===== src/rtl/fp_add_dispatch_if.sv =====
// Command, response and addsub-side signals of the add/sub dispatcher.
// master = dispatcher view, slave = the environment (command source, response sink, addsub unit).
interface fp_add_dispatch_if;
  logic        cmd_valid;
  logic        cmd_ready;
  logic [31:0] cmd_op1;
  logic [31:0] cmd_op2;
  logic        cmd_sub;
  logic        rsp_valid;
  logic        rsp_ready;
  logic [31:0] rsp_result;
  logic        rsp_overflow;
  logic        rsp_timeout;
  logic [31:0] op1;
  logic [31:0] op2;
  logic        add_start;
  logic        add_serv;
  logic        add_busy;
  logic        add_done;
  logic [31:0] add_result;
  logic        add_overflow;

  modport master (
    input  cmd_valid, cmd_op1, cmd_op2, cmd_sub, rsp_ready,
           add_busy, add_done, add_result, add_overflow,
    output cmd_ready, rsp_valid, rsp_result, rsp_overflow, rsp_timeout,
           op1, op2, add_start, add_serv
  );

  modport slave (
    output cmd_valid, cmd_op1, cmd_op2, cmd_sub, rsp_ready,
           add_busy, add_done, add_result, add_overflow,
    input  cmd_ready, rsp_valid, rsp_result, rsp_overflow, rsp_timeout,
           op1, op2, add_start, add_serv
  );
endinterface


===== src/rtl/fp_add_dispatch.sv =====
// Queues add/sub commands and runs them one at a time through the addsub
// start/busy/done/serv handshake, returning results in command order.
module fp_add_dispatch #(
  parameter int DEPTH   = 4,
  parameter int TIMEOUT = 64
) (
  input logic               clk,
  input logic               n_rst,
  fp_add_dispatch_if.master bus
);
  localparam int DATA_W = 32;
  localparam int PTR_W  = $clog2(DEPTH);
  localparam int CNT_W  = PTR_W + 1;
  localparam int TMR_W  = $clog2(TIMEOUT) + 1;
  localparam int ENT_W  = 2 * DATA_W + 1;

  typedef enum logic [2:0] {IDLE, ISSUE, WAIT, ACK, RESP} state_t;

  state_t              state, state_nxt;
  logic [ENT_W-1:0]    fifo_mem [DEPTH];
  logic [PTR_W-1:0]    wr_ptr, rd_ptr;
  logic [CNT_W-1:0]    count;
  logic [TMR_W-1:0]    timer;
  logic [ENT_W-1:0]    head;
  logic                push, pop, fifo_empty, fifo_full, timed_out;

  // Subtraction is A + (-B): flip the sign bit of B on the way out.
  function automatic logic [DATA_W-1:0] sign_adjust(input logic [DATA_W-1:0] v,
                                                     input logic neg);
    return {v[DATA_W-1] ^ neg, v[DATA_W-2:0]};
  endfunction

  assign fifo_empty    = (count == '0);
  assign fifo_full     = (count == CNT_W'(DEPTH));
  assign bus.cmd_ready = !fifo_full;
  assign push          = bus.cmd_valid && !fifo_full;
  assign head          = fifo_mem[rd_ptr];
  // Never launch while the unit is occupied or still holding an unserviced result.
  assign pop           = (state == IDLE) && !fifo_empty && !bus.add_busy && !bus.add_done;
  assign timed_out     = (timer == TMR_W'(TIMEOUT - 1));

  // Command storage: entry layout is {sub, op1, op2}
  always_ff @(posedge clk) begin
    if (push)
      fifo_mem[wr_ptr] <= {bus.cmd_sub, bus.cmd_op1, bus.cmd_op2};
  end

  always_ff @(posedge clk or negedge n_rst) begin
    if (!n_rst) begin
      wr_ptr <= '0;
      rd_ptr <= '0;
      count  <= '0;
    end else begin
      if (push) wr_ptr <= wr_ptr + PTR_W'(1);
      if (pop)  rd_ptr <= rd_ptr + PTR_W'(1);
      case ({push, pop})
        2'b10:   count <= count + CNT_W'(1);
        2'b01:   count <= count - CNT_W'(1);
        default: count <= count;
      endcase
    end
  end

  // FSM state register
  always_ff @(posedge clk or negedge n_rst) begin
    if (!n_rst) state <= IDLE;
    else        state <= state_nxt;
  end

  // FSM next-state
  always_comb begin
    state_nxt = state;
    case (state)
      IDLE:    if (pop) state_nxt = ISSUE;
      ISSUE:   state_nxt = WAIT;
      WAIT:    if (bus.add_done)  state_nxt = ACK;
               else if (timed_out) state_nxt = RESP;
      ACK:     state_nxt = RESP;
      RESP:    if (bus.rsp_ready) state_nxt = IDLE;
      default: state_nxt = IDLE;
    endcase
  end

  // FSM outputs
  always_comb begin
    bus.add_start = 1'b0;
    bus.add_serv  = 1'b0;
    bus.rsp_valid = 1'b0;
    case (state)
      ISSUE:   bus.add_start = 1'b1;
      ACK:     bus.add_serv  = 1'b1;
      RESP:    bus.rsp_valid = 1'b1;
      default: ;
    endcase
  end

  // Operand, timer and response registers
  always_ff @(posedge clk or negedge n_rst) begin
    if (!n_rst) begin
      bus.op1          <= '0;
      bus.op2          <= '0;
      timer            <= '0;
      bus.rsp_result   <= '0;
      bus.rsp_overflow <= 1'b0;
      bus.rsp_timeout  <= 1'b0;
    end else begin
      if (pop) begin
        bus.op1 <= head[2*DATA_W-1:DATA_W];
        bus.op2 <= sign_adjust(head[DATA_W-1:0], head[ENT_W-1]);
      end
      if (state == ISSUE)
        timer <= '0;
      else if (state == WAIT)
        timer <= timer + TMR_W'(1);
      // A done arriving on the last allowed cycle still counts as a real result.
      if (state == WAIT && bus.add_done) begin
        bus.rsp_result   <= bus.add_result;
        bus.rsp_overflow <= bus.add_overflow;
        bus.rsp_timeout  <= 1'b0;
      end else if (state == WAIT && timed_out) begin
        bus.rsp_result   <= '0;
        bus.rsp_overflow <= 1'b0;
        bus.rsp_timeout  <= 1'b1;
      end
    end
  end
endmodule

===== src/flat_wrapper.sv =====
// flat-port wrapper written by rule: the top's interface ports become plain ports
module fp_add_dispatch_flat 
#(
  parameter int DEPTH   = 4,
  parameter int TIMEOUT = 64
)
  (clk, n_rst, bus_cmd_valid, bus_cmd_op1, bus_cmd_op2, bus_cmd_sub, bus_rsp_ready, bus_add_busy, bus_add_done, bus_add_result, bus_add_overflow, bus_cmd_ready, bus_rsp_valid, bus_rsp_result, bus_rsp_overflow, bus_rsp_timeout, bus_op1, bus_op2, bus_add_start, bus_add_serv);
  fp_add_dispatch_if bus_i ();
  input logic clk;
  input logic n_rst;
  input wire logic [$bits(bus_i.cmd_valid)-1:0] bus_cmd_valid;
  input wire logic [$bits(bus_i.cmd_op1)-1:0] bus_cmd_op1;
  input wire logic [$bits(bus_i.cmd_op2)-1:0] bus_cmd_op2;
  input wire logic [$bits(bus_i.cmd_sub)-1:0] bus_cmd_sub;
  input wire logic [$bits(bus_i.rsp_ready)-1:0] bus_rsp_ready;
  input wire logic [$bits(bus_i.add_busy)-1:0] bus_add_busy;
  input wire logic [$bits(bus_i.add_done)-1:0] bus_add_done;
  input wire logic [$bits(bus_i.add_result)-1:0] bus_add_result;
  input wire logic [$bits(bus_i.add_overflow)-1:0] bus_add_overflow;
  output wire logic [$bits(bus_i.cmd_ready)-1:0] bus_cmd_ready;
  output wire logic [$bits(bus_i.rsp_valid)-1:0] bus_rsp_valid;
  output wire logic [$bits(bus_i.rsp_result)-1:0] bus_rsp_result;
  output wire logic [$bits(bus_i.rsp_overflow)-1:0] bus_rsp_overflow;
  output wire logic [$bits(bus_i.rsp_timeout)-1:0] bus_rsp_timeout;
  output wire logic [$bits(bus_i.op1)-1:0] bus_op1;
  output wire logic [$bits(bus_i.op2)-1:0] bus_op2;
  output wire logic [$bits(bus_i.add_start)-1:0] bus_add_start;
  output wire logic [$bits(bus_i.add_serv)-1:0] bus_add_serv;
  assign bus_i.cmd_valid = bus_cmd_valid;
  assign bus_i.cmd_op1 = bus_cmd_op1;
  assign bus_i.cmd_op2 = bus_cmd_op2;
  assign bus_i.cmd_sub = bus_cmd_sub;
  assign bus_i.rsp_ready = bus_rsp_ready;
  assign bus_i.add_busy = bus_add_busy;
  assign bus_i.add_done = bus_add_done;
  assign bus_i.add_result = bus_add_result;
  assign bus_i.add_overflow = bus_add_overflow;
  assign bus_cmd_ready = bus_i.cmd_ready;
  assign bus_rsp_valid = bus_i.rsp_valid;
  assign bus_rsp_result = bus_i.rsp_result;
  assign bus_rsp_overflow = bus_i.rsp_overflow;
  assign bus_rsp_timeout = bus_i.rsp_timeout;
  assign bus_op1 = bus_i.op1;
  assign bus_op2 = bus_i.op2;
  assign bus_add_start = bus_i.add_start;
  assign bus_add_serv = bus_i.add_serv;
  fp_add_dispatch #(.DEPTH(DEPTH), .TIMEOUT(TIMEOUT)) u_core (.clk(clk), .n_rst(n_rst), .bus(bus_i));
endmodule

===== config.mk =====
export PLATFORM = sky130hd
export DESIGN_NAME = fp_add_dispatch_flat
export DESIGN_NICKNAME = d
export VERILOG_FILES = /design/src/rtl/fp_add_dispatch_if.sv /design/src/rtl/fp_add_dispatch.sv /design/src/flat_wrapper.sv
export SDC_FILE = /design/constraint.sdc
export NUM_CORES = 1
export LEC_CHECK = 0
export ABC_AREA = 1
export ABC_CLOCK_PERIOD_IN_PS = 4000
export BUFFER_PORTS_ARGS = -buffer_cell sky130_fd_sc_hd__buf_2
export CAP_MARGIN = 20
export CORE_ASPECT_RATIO = 0.9
export CORE_UTILIZATION = 40
export DETAILED_ROUTE_END_ITERATION = 7
export GPL_TIMING_DRIVEN = 0
export PLACE_DENSITY_LB_ADDON = 0.05
export SETUP_SLACK_MARGIN = 0.1
export SLEW_MARGIN = 20
export SYNTH_ARGS = -nofsm -noshare
export SYNTH_HDL_FRONTEND = slang
export SYNTH_SLANG_ARGS = --single-unit

===== constraint.sdc =====
create_clock -name clk -period 4 [get_ports clk]
set_clock_uncertainty 0.05 [all_clocks]
set_input_delay 0.8 -clock clk [delete_from_list [all_inputs] [get_ports clk]]
set_output_delay 0.8 -clock clk [all_outputs]
set_load 0.05 [all_outputs]

# Word-level counts from Yosys, hierarchy flattened
# Memories as Yosys holds them, arrays and structs flattened.
# Cells that the tools add are included.
dict set report word_totals {
  ff_bits 115
  mem_bits_rw 260
  out_inout_bits 102
  word_cells 63
  mem_count 1
}
# name words width read_ports rd_ports_with_merged_regs wr line
set mem_list {}
lappend mem_list {u_core.fifo_mem 4 65 1 0 1 fp_add_dispatch.sv:20} ;# logic [ENT_W-1:0] fifo_mem [DEPTH];
dict set report classes {
  addsub 5
  eq_ne 11
  mux 19
  n_bitwise 1
  n_reduce_logical 16
}
# op n
set ops {}
lappend ops {{$mux 32} 2}
lappend ops {{$pmux 3 s5} 1}
lappend ops {{$mux 7} 2}
lappend ops {{$mux 3} 4}
lappend ops {{$mux 1} 9}
lappend ops {{$add 7x1->7 const B} 1}
lappend ops {{$eq 7x6->1 const B} 1}
lappend ops {{$eq 3x2->1 const B} 2}
lappend ops {{$eq 3x3->1 const B} 2}
lappend ops {{$logic_and 1x1->1} 6}
lappend ops {{$logic_not 3->1} 2}
lappend ops {{$pmux 3 s2} 1}
lappend ops {{$reduce_bool 2->1} 3}
lappend ops {{$add 2x1->2 const B} 2}
lappend ops {{$logic_not 1->1} 4}
lappend ops {{$add 3x1->3 const B} 1}
lappend ops {{$eq 3x1->1 const B} 1}
lappend ops {{$ne 3x2->1 const B} 1}
lappend ops {{$reduce_and 3->1} 1}
lappend ops {{$sub 3x1->3 const B} 1}
lappend ops {{$eq 2x1->1 const B} 1}
lappend ops {{$eq 2x2->1 const B} 1}
lappend ops {{$ne 2x1->1 const B} 1}
lappend ops {{$ne 2x2->1 const B} 1}
lappend ops {{$xor 1x1->1} 1}

# Longest topological paths before layout
dict set report logic_depth {
  word_depth 7
  ltp_mapped 11
  depth_no_buf 10
}

# Least setup slack after synthesis
# OpenSTA, ideal clock, no wires.
dict set report synth_path {
  path_type {flip-flop to flip-flop}
  start {register u_core.count[0]}
  end {memory u_core.fifo_mem[0][0] (netlist name) (enable)}
  setup_time_ns 0.489
  t_arrival_ns 3.918
  path_slack_ns -0.457
  path_stages_with_launch 5
  path_buffers 0
  period_less_slack_ns 4.457
  cell_sequence {dfrtp_1 -> inv_1 -> nand3_1 -> nand2_1 -> nor2_1}
}
dict set report synth_between {
  elab_chain_cells 5
}
# item line
set synth_lines {}
lappend synth_lines {{start, declared} fp_add_dispatch.sv:22} ;# logic [CNT_W-1:0] count;
lappend synth_lines {{start signal, assigned} fp_add_dispatch.sv:57} ;# 2'b10: count <= count + CNT_W'(1);
lappend synth_lines {{start signal, assigned} fp_add_dispatch.sv:58} ;# 2'b01: count <= count - CNT_W'(1);
lappend synth_lines {{start signal, assigned} fp_add_dispatch.sv:59} ;# default: count <= count;
lappend synth_lines {{$eq 3x3->1} fp_add_dispatch.sv:34} ;# assign fifo_full = (count == CNT_W'(DEPTH));
lappend synth_lines {{$logic_not 1->1} n/a}
lappend synth_lines {{named net bus_cmd_ready} flat_wrapper.sv:20} ;# output wire logic [$bits(bus_i.cmd_ready)-1:0] bus_cmd_ready;
lappend synth_lines {{$logic_and 1x1->1} fp_add_dispatch.sv:36} ;# assign push = bus.cmd_valid && !fifo_full;
lappend synth_lines {{$mux 1} fp_add_dispatch.sv:44} ;# if (push)
lappend synth_lines {{$mux 1 (not written as such)} fp_add_dispatch.sv:45} ;# fifo_mem[wr_ptr] <= {bus.cmd_sub, bus.cmd_op1, bus.cmd_op2};
lappend synth_lines {{end, declared} fp_add_dispatch.sv:20}
# The timed path passes the listed nets, and every way through them passes these cells.

# Worst setup path after layout
dict set report layout_path {
  start {register u_core.state[1]}
  end {register u_core.count[2]}
}
dict set report layout_between {
  elab_chain_cells 6
  word_cells_on_any_way 8
}
# item line
set layout_lines {}
lappend layout_lines {{start, declared} fp_add_dispatch.sv:19} ;# state_t state, state_nxt;
lappend layout_lines {{start signal, assigned} fp_add_dispatch.sv:67} ;# else state <= state_nxt;
lappend layout_lines {{$logic_not 3->1 (*)} fp_add_dispatch.sv:39} ;# assign pop = (state == IDLE) && !fifo_empty && !bus.add_busy && !bus.add_done;
lappend layout_lines {{$logic_and 1x1->1 (*) (3 in a row)} fp_add_dispatch.sv:39}
lappend layout_lines {{named net u_core.pop} fp_add_dispatch.sv:25} ;# logic push, pop, fifo_empty, fifo_full, timed_out;
lappend layout_lines {{$eq 2x1->1 or $eq 2x2->1 (tied branches)} fp_add_dispatch.sv:56} ;# case ({push, pop})
lappend layout_lines {{$pmux 3 s2 or $reduce_bool 2->1 (tied branches)} n/a}
# The timed path passes the listed nets; every way through them passes the cells marked *.
# A chain may end at the register's enable or synchronous reset.

==> flow_summary_export.csv <==
group,metric,value,unit
status,status,"complete, no violations",
layout,nets,1553,
die,dieArea,0.03652,sq mm
clocking,path_clk_slew,0.05,ns
critical_path,critPathLaunchType,"flip-flop",
clocking,cts_root_buf,"clkbuf_16",
clocking,ctsHoldBuffers,0,
synthesis,ys_types,26,
timing,fin_crit,2.625,ns
run,maxCapViolations,0,
layout,nFillCells,3228,
grt,antenna_found_initial,3,
power,p_int,0.008938,W
detailed_routing,drtIter0Drc,506,
detailed_routing,vias_per_cell,4.918,
power,p_sw_share,40.09,%
grt,grt_start_max_net_pins,69,
timing,drv_slew,0,
die,rows,65,
detailed_routing,routed_wl,35640,um
die,die_y,181.4,um
timing,rsz0062_at_grt,"false",
grt,grt_pass1_wl,55680,um
synthesis,yosysTopAreaCell,"edfxtp_1",
synthesis,yosys_warnings,0,
placed_design,pre_cts_slack,0.9309,ns
critical_path,crit_fanout,10,
power,ir_drop,379.7,uV
timing,hold_viol_final,0,
synthesis,synth_top_area_share,54.59,%
synthesis,synth_flop_cell,"edfxtp_1",
clocking,clock_sinks,375,
layout,area_growth,23.38,%
clocking,cts_tree,"yes",
grt,grt_remaining_overflow,0,
synthesis,synth_area,0.01430,sq mm
synthesis,synth_edf_count,260,
detailed_routing,ant_nets,0,
detailed_routing,wl_per_cell,18.32,um
detailed_routing,post-route-drc-count,0,
placed_design,io_buffer_count,205,
critical_path,cp_data_arrival_time,2.98,ns
clocking,cts_resized,0,
die,core,0.03513,sq mm
synthesis,synth_most_common_cell,"nand2_1",
timing,fmax,380.9,MHz
power,p_clk_share,25.4,%
synthesis,synth_top_cells_by_count,"294 x nand2_1, 260 x edfxtp_1, 142 x nor2_1",
power,power.switching,0.005980,W
timing,slew_headroom,54.08,%
grt,grt_pass1_vias,9629,
synthesis,synth_fp_nets,1291,
clocking,post_cts_buffers,0,
synthesis,synth-async-reset-ratio,30.67,%
detailed_routing,firstDrtPassIters,5,
synthesis,synth_area_per_cell,12.12,sq um
timing,tightest_slew,0.6871,ns
clocking,cts.htree.levels,2,
hold_path,hp-class,"in -> async",
synthesis,netlist_instances,1180,
clocking,cts_buffers,42,
die,die_w,201.3,um
layout,drive_gt1_share,22.22,%
die,initial_core_util,40.71,%
synthesis,netlist_top_cells_area,"edfxtp_1 55%, dfrtp_1 20%, nand2_1 7.7%",
detailed_routing,vias,9570,
synthesis,synth_seq_area_share,74.71,%
placed_design,hpwl,23240,um
power,combPwrFrac,36.9,%
placed_design,gp_routability_congestion,0.7762,
timing,setup_ws,1.375,ns
grt,grt_usage,19.67,%
power,p_seq_share,37.7,%
power,power,0.01492,W
critical_path,cp-end-kind,"flip-flop",
clocking,cts_max_path_buffers,3,
timing,min_period_over_period,65.63,%
synthesis,synth-seq-cells,375,
timing,setup_viol_count_final,0,
power,leakage,7.332,nW
power,p_per_area,845.4,mW/mm^2
critical_path,critical_path_class,"reg -> reg",
die,pin_count,206,
critical_path,critPathRequiredTime,4.35,ns
clocking,clock_latency,0.53,ns
-- layer usage --
| metal | global-route usage [%] | vias to the layer above | wire (um) |
|---|---|---|---|
| met2 | 31.96 | 255 | 16590 |
| met5 | 0 | - | 13 |
| li1 | - | 4619 | - |
| met3 | 3.482 | 45 | 1844 |
| met4 | 5.091 | 2 | 588 |
| met1 | 27.41 | 4649 | 16610 |
-- per-stage QoR --
stage	TNS (ns)	utilization, %	hold WS (ns)	area (sq um)	instances
final	0	50.23	0.1282	17650	1946
after global routing	0	50.23	0.1440	17650	1946
after CTS	0	50.22	0.1299	17640	1945
after detailed placement	0	46.28	0.4103	16260	1867
after global placement	-755.15	45.30	0.4082	15920	1854
after floorplan	-118.85	-	0.3965	14300	1180
-- area by class of cell --
cell class | count | area (sq um) | share of cell area [%]
sequential | 375 | 10690 | 60.55
timing repair buffer | 218 | 1341 | 7.601
clock inverter | 10 | 91.34 | 0.5176
inverter | 34 | 127.6 | 0.7232
multi-input combinational | 706 | 3202 | 18.14
antenna | 1 | 2.502 | 0.01418
tap | 469 | 586.8 | 3.325
clock buffer | 68 | 1292 | 7.324
buffer | 65 | 317.8 | 1.801
-- final timing paths --
| path | from | to | slack [ns] | cells past startpoint |
|---|---|---|---|---|
| max | u_core.state[1] | u_core.count[2] | 1.37 | 10 |
| min | n_rst | u_core.timer[4] | 0.13 | 1 |
| max reg2reg | u_core.state[1] | u_core.count[2] | 1.37 | 10 |
| min reg2reg | u_core.bus.op1[3] | u_core.bus.op1[3] | 0.42 | 2 |
| max in group asynchronous | n_rst | u_core.bus.op1[25] | 3.07 | 2 |
| min in group clk | u_core.bus.op1[3] | u_core.bus.op1[3] | 0.42 | 2 |
-- layout by cell type, fill, tap and decap left out, types with 2 or more instances in the layout --
cell	instances
nand2_1	294
edfxtp_1	260
buf_2	229
nor2_1	138
o21ai_0	135
dfrtp_1	115
o22ai_1	63
nand3_1	45
clkbuf_16	45
clkbuf_1	44
inv_1	31
buf_4	9
clkbuf_8	8
buf_12	7
ha_1	6
buf_16	6
nor2_4	5
a21oi_1	5
clkinv_2	4
inv_2	3
xor2_1	3
nand3_2	2
nand2_2	2
nor3_1	2
nand4_1	2
inv_6	2
clkinv_1	2
-- power groups by stage --
stage	combinational, W	clock [W]	sequential, W
floorplan	0.00220	0	0.00727
global placement	0.00535	0	0.00579
detailed placement	0.00557	0	0.00569
CTS	0.00559	0.00387	0.00562
global route	0.00600	0.00403	0.00572
finish	0.00551	0.00379	0.00562
-- worst max-delay path, stage by stage (launching register included) --
cell and delay [ns]:
dfrtp_1 0.43, nor3_2 0.26, nand3_2 0.22, inv_2 0.13, buf_2 0.29, ha_1 0.19
inv_1 0.07, fa_1 0.44, a21oi_1 0.14, o21ai_0 0.11, xor2_1 0.15
-- cell families (layout without fill, tap and decap cells) --
kind of cell / count (synthesis) / count (layout) / share of synthesized area, %
DFF: 375 / 375 / 74.71
adders and majority gates: 7 / 7 / 0.6649
xor gates and xnor gates: 4 / 4 / 0.2450
other: 0 / 1 / 0
and+or+nand+nor: 491 / 491 / 13.55
AOI/OAI and AO/OA: 204 / 204 / 7.716
buffers and inverters: 99 / 395 / 3.114
-- registers in the layout, summed over array words and instances (netlist names), 2 cells and up --
register and flops:
u_core.count 3, u_core.bus.op2 32, u_core.wr_ptr 2, u_core.rd_ptr 2, u_core.timer 7, u_core.state 3
u_core.fifo_mem 260, u_core.bus.op1 32, u_core.bus.rsp_result 32
(Power assumes the default switching activity.)
